==> src/rtl/week_5_xor_frame_parity.sv <==
// XOR-accumulates FRAME_LEN words per frame. It returns the column-parity word and the frame parity bit.
// Optional build macro WEEK5_PARITY_CHECK_EN adds the exp_parity input and the out_err mismatch flag.
module week_5_xor_frame_parity #(
  parameter int WIDTH     = 8,
  parameter int FRAME_LEN = 4,
  parameter int ODD       = 0
) (
  input  logic             clk,
  input  logic             rst,
  input  logic             clr,
  input  logic             in_valid,
  output logic             in_ready,
  input  logic [WIDTH-1:0] in_data,
  output logic             out_valid,
  input  logic             out_ready,
  output logic [WIDTH-1:0] out_lane,
`ifdef WEEK5_PARITY_CHECK_EN
  input  logic             exp_parity,
  output logic             out_err,
`endif
  output logic             out_parity
);

  localparam int                CNT_W    = $clog2(FRAME_LEN + 1);
  localparam logic [CNT_W-1:0]  LAST_CNT = CNT_W'(FRAME_LEN - 1);
  localparam logic [CNT_W-1:0]  CNT_ONE  = CNT_W'(1);
  localparam bit                ODD_B    = (ODD != 0);

  typedef enum logic [1:0] {IDLE, ACCUM, DONE} state_t;

  state_t           state_q, state_d;
  logic [WIDTH-1:0] acc_q, acc_d;
  logic [CNT_W-1:0] cnt_q, cnt_d;
  logic             accept;
  logic             last_word;
  logic [WIDTH-1:0] lane_next;

  assign accept    = in_valid && in_ready;
  assign last_word = ((state_q == IDLE) && (FRAME_LEN == 1)) ||
                     ((state_q == ACCUM) && (cnt_q == LAST_CNT));
  // The first word of a frame overwrites the accumulator instead of XORing into it.
  assign lane_next = (state_q == IDLE) ? in_data : (acc_q ^ in_data);

  always_ff @(posedge clk) begin
    if (rst) state_q <= IDLE;
    else     state_q <= state_d;
  end

  always_comb begin
    state_d = state_q;
    if (clr) begin
      state_d = IDLE;
    end else begin
      case (state_q)
        IDLE:    if (accept) state_d = (FRAME_LEN == 1) ? DONE : ACCUM;
        ACCUM:   if (accept && last_word) state_d = DONE;
        DONE:    if (out_ready) state_d = IDLE;
        default: state_d = IDLE;
      endcase
    end
  end

  always_comb begin
    in_ready   = !rst && (state_q != DONE);
    out_valid  = (state_q == DONE);
    out_lane   = out_valid ? acc_q : '0;
    out_parity = out_valid ? ((^acc_q) ^ ODD_B) : 1'b0;
  end

  always_comb begin
    acc_d = acc_q;
    cnt_d = cnt_q;
    if (clr) begin
      acc_d = '0;
      cnt_d = '0;
    end else begin
      case (state_q)
        IDLE: if (accept) begin
          acc_d = lane_next;
          cnt_d = CNT_ONE;
        end
        ACCUM: if (accept) begin
          acc_d = lane_next;
          cnt_d = cnt_q + CNT_ONE;
        end
        DONE: if (out_ready) begin
          acc_d = '0;
          cnt_d = '0;
        end
        default: begin
          acc_d = '0;
          cnt_d = '0;
        end
      endcase
    end
  end

  always_ff @(posedge clk) begin
    if (rst) begin
      acc_q <= '0;
      cnt_q <= '0;
    end else begin
      acc_q <= acc_d;
      cnt_q <= cnt_d;
    end
  end

`ifdef WEEK5_PARITY_CHECK_EN
  logic err_q, err_d;

  // The mismatch is captured on the edge that closes the frame, together with out_valid.
  always_comb begin
    err_d = err_q;
    if (clr) begin
      err_d = 1'b0;
    end else if (accept && last_word) begin
      err_d = (exp_parity != ((^lane_next) ^ ODD_B));
    end else if ((state_q == DONE) && out_ready) begin
      err_d = 1'b0;
    end
  end

  always_ff @(posedge clk) begin
    if (rst) err_q <= 1'b0;
    else     err_q <= err_d;
  end

  assign out_err = out_valid && err_q;
`endif

endmodule
==> config.mk <==
export PLATFORM = sky130hd
export DESIGN_NAME = week_5_xor_frame_parity
export DESIGN_NICKNAME = d
export VERILOG_FILES = /design/src/rtl/week_5_xor_frame_parity.sv
export SDC_FILE = /design/constraint.sdc
export NUM_CORES = 1
export LEC_CHECK = 0
export CORE_MARGIN = 3
export CORE_UTILIZATION = 25
export DETAILED_ROUTE_END_ITERATION = 12
export GPL_ROUTABILITY_DRIVEN = 0
export PLACE_DENSITY = 0.45
export SYNTH_ARGS = -nofsm -noshare
export SYNTH_HDL_FRONTEND = slang
export SYNTH_SLANG_ARGS = --single-unit
==> constraint.sdc <==
create_clock -name clk -period 3.1 [get_ports clk]
set_clock_uncertainty 0.15 [all_clocks]
set_input_delay 0.465 -clock clk [delete_from_list [all_inputs] [get_ports clk]]
set_output_delay 0.465 -clock clk [all_outputs]
set_load 0.005 [all_outputs]
==> impl_metrics.ini <==
[status]
run_status = complete, no violations

[timing]
worst_pin_slew_ns = 0.566
worst_slack_ns = 0.711
final_hold_viol_count = 0
grt_setup_unrepaired = false
fin_crit_ns = 2.39
max_clock_freq_mhz = 419
setup_viol = 0
fin_tns_setup_ns = 0
slew_headroom_pct = 62.3
timing.final.max_slew_violations = 0
min_period_over_period_pct = 77.1

[critical_path]
r2r-start = cnt_q[0]
crit_start = acc_q[7]
worstPathRequired_ns = 2.48
cp-end-kind = output pin
critPathMostFrequentCell = xnor2_1
cp_slowest_cell = clkdlybuf4s50_1
crit_type = reg2out
critPathMaxStageDelay_ns = 0.50
worstPathCellList = xor2_1, xnor2_1, xnor2_1, nor2_1, clkdlybuf4s50_1
critPathMaxFanout = 6
worst_setup_path_start_kind = flop
cp.buffers_inverters = 1
cp.arrival_ns = 1.77
path_delay_family = buffers and inverters

[route]
num_vias = 782
drc = 0
first_pass_iters = 4
drt_iter0_markers = 19
wirelength_mm = 2.11
via_per_inst = 4.57
ant_nets = 0
wl_per_cell_um = 12.3

[min_path]
hold_start = cnt_q[1]
hold_path.class = reg2reg

[layout]
multi_input_area_sq_um = 566
syn_to_final_growth_pct = 32.3
ff_latch_area_sq_um = 260
final_cells = 171
n_antenna_cell = 0
fillers = 364
final_nets = 143
drive_gt1_share_pct = 9.45

[global_routing]
antenna_found_initial = 0
first_global_vias = 753
grtUsageTotal_pct = 10.4
grt_pass1_wl_mm = 3.46
grt_max_degree = 18
gr-total-overflow = 0

[logic_synthesis]
synthCells = 104
synth_area_leader_cell = dfxtp_1
synthTopCellsByArea = dfxtp_1, xor2_1, nor2_1
synth_top_area_share_pct = 29.5
ys_ff_latch = 13
avgSynthCellArea_sq_um = 8.48
synth_most_common_cell = nor2_1
synth-main-ff-cell = dfxtp_1
yosysUniqueCellTypes = 29
yosys-top-cells-count = nor2_1, dfxtp_1, and2_1
synth_fp_nets = 119
synth_edf_count = 0
synth_sequential_area_ratio_pct = 29.5
netlist_area_sq_um = 882
synthArstFlopShare_pct = 0
synth_warnings = 0

[die]
num_io_pins = 24
core_area_sq_um = 3200
dieArea_sq_um = 4280
die_height_um = 65.4
fp-row-count = 20
die_x_um = 65.4
initial_core_util_pct = 27.5

[clock_tree]
root_buffer = clkbuf_4
clock_latency_ns = 0.28
cts_buffers = 3
cts-htree-levels = 1
path_clk_slew_ns = 0.08
cts.sinks = 13
cts.repair.resized = 0
cts_tree = yes
cts_setup_buffers = 0
cts_hold_buf = 0
clockBufferDepth = 2

[job]
max_cap_violations = 0

[placement]
dp_hpwl_mm = 1.50
io_buffers = 23
post-place-cells = 167
place_ws_ns = 0.937

[power_and_ir_drop]
total_power_mw = 0.354
p_per_area_nw_per_um2 = 303
irDropWorstVdd_v = 0.000215
leakagePower_nw = 0.436
layout make-up:
cell class,instances,area share (%)
clock buffers,4,2.25
flip-flops and latches,13,22.3
repair buffers,26,21.7
inverters,2,0.643
well taps,44,4.72
multi-input cells,82,48.4
registers in the layout, summed over array words and instances, names as in the netlist:
register and flops:
state_q 2, acc_q 8, cnt_q 3
worst register-to-register path, cell delays in order (launching register included):
cell and delay (ns):
dfxtp_1 0.33, ha_1 0.20, ha_1 0.28, nor4b_1 0.30, a21oi_1 0.07, nor2_1 0.09
cell families after synthesis:
kind of cell               share of synthesized area (%)
and+or+nand+nor                                     26.7
AOI/OAI and AO/OA                                   22.7
DFF                                                 29.5
adders and majority gates                           2.84
buffers and inverters                               6.38
xor gates and xnor gates                            11.9
placed cells by master (no fill, tap or decap), types with 3 or more instances in the layout:
master / count
buf_4: 3
a22oi_1: 6
a21oi_1: 6
nor2_1: 15
xnor2_1: 5
clkbuf_4: 3
xor2_1: 7
o211ai_1: 3
nand2b_1: 5
dfxtp_1: 13
and2_1: 8
a2bb2oi_1: 5
nor2b_1: 6
clkdlybuf4s50_1: 23
per-layer routing:
| metal | track usage [%] | vias up | share of wire [%] |
|---|---|---|---|
| li1 | - | 408 | - |
| met1 | 13.4 | 347 | 49 |
| met2 | 17.2 | 25 | 44 |
| met4 | 1.55 | 0 | 0.81 |
| met5 | 0 | - | 0 |
| met3 | 3.59 | 2 | 6.0 |
stage by stage:
step,cell area [sq um],hold WS [ns],util [%]
floorplan,882,0.294,-
global placement,1140,0.307,35.6
detailed placement,1140,0.309,35.6
CTS,1170,0.329,36.4
global route,1170,0.351,36.4
finish,1170,0.328,36.4
path summary, 6_finish.rpt:
path,to,slack [ns],cells past startpoint
max,out_parity,0.71,5
min,cnt_q[1],0.33,2
max reg2reg,cnt_q[2],1.63,5
min reg2reg,cnt_q[1],0.33,2
power breakdown:
group          internal [mW]  switching [mW]
sequential             0.171         0.00601
clock                 0.0499          0.0577
combinational         0.0391          0.0296
(Power assumes the default switching activity.)
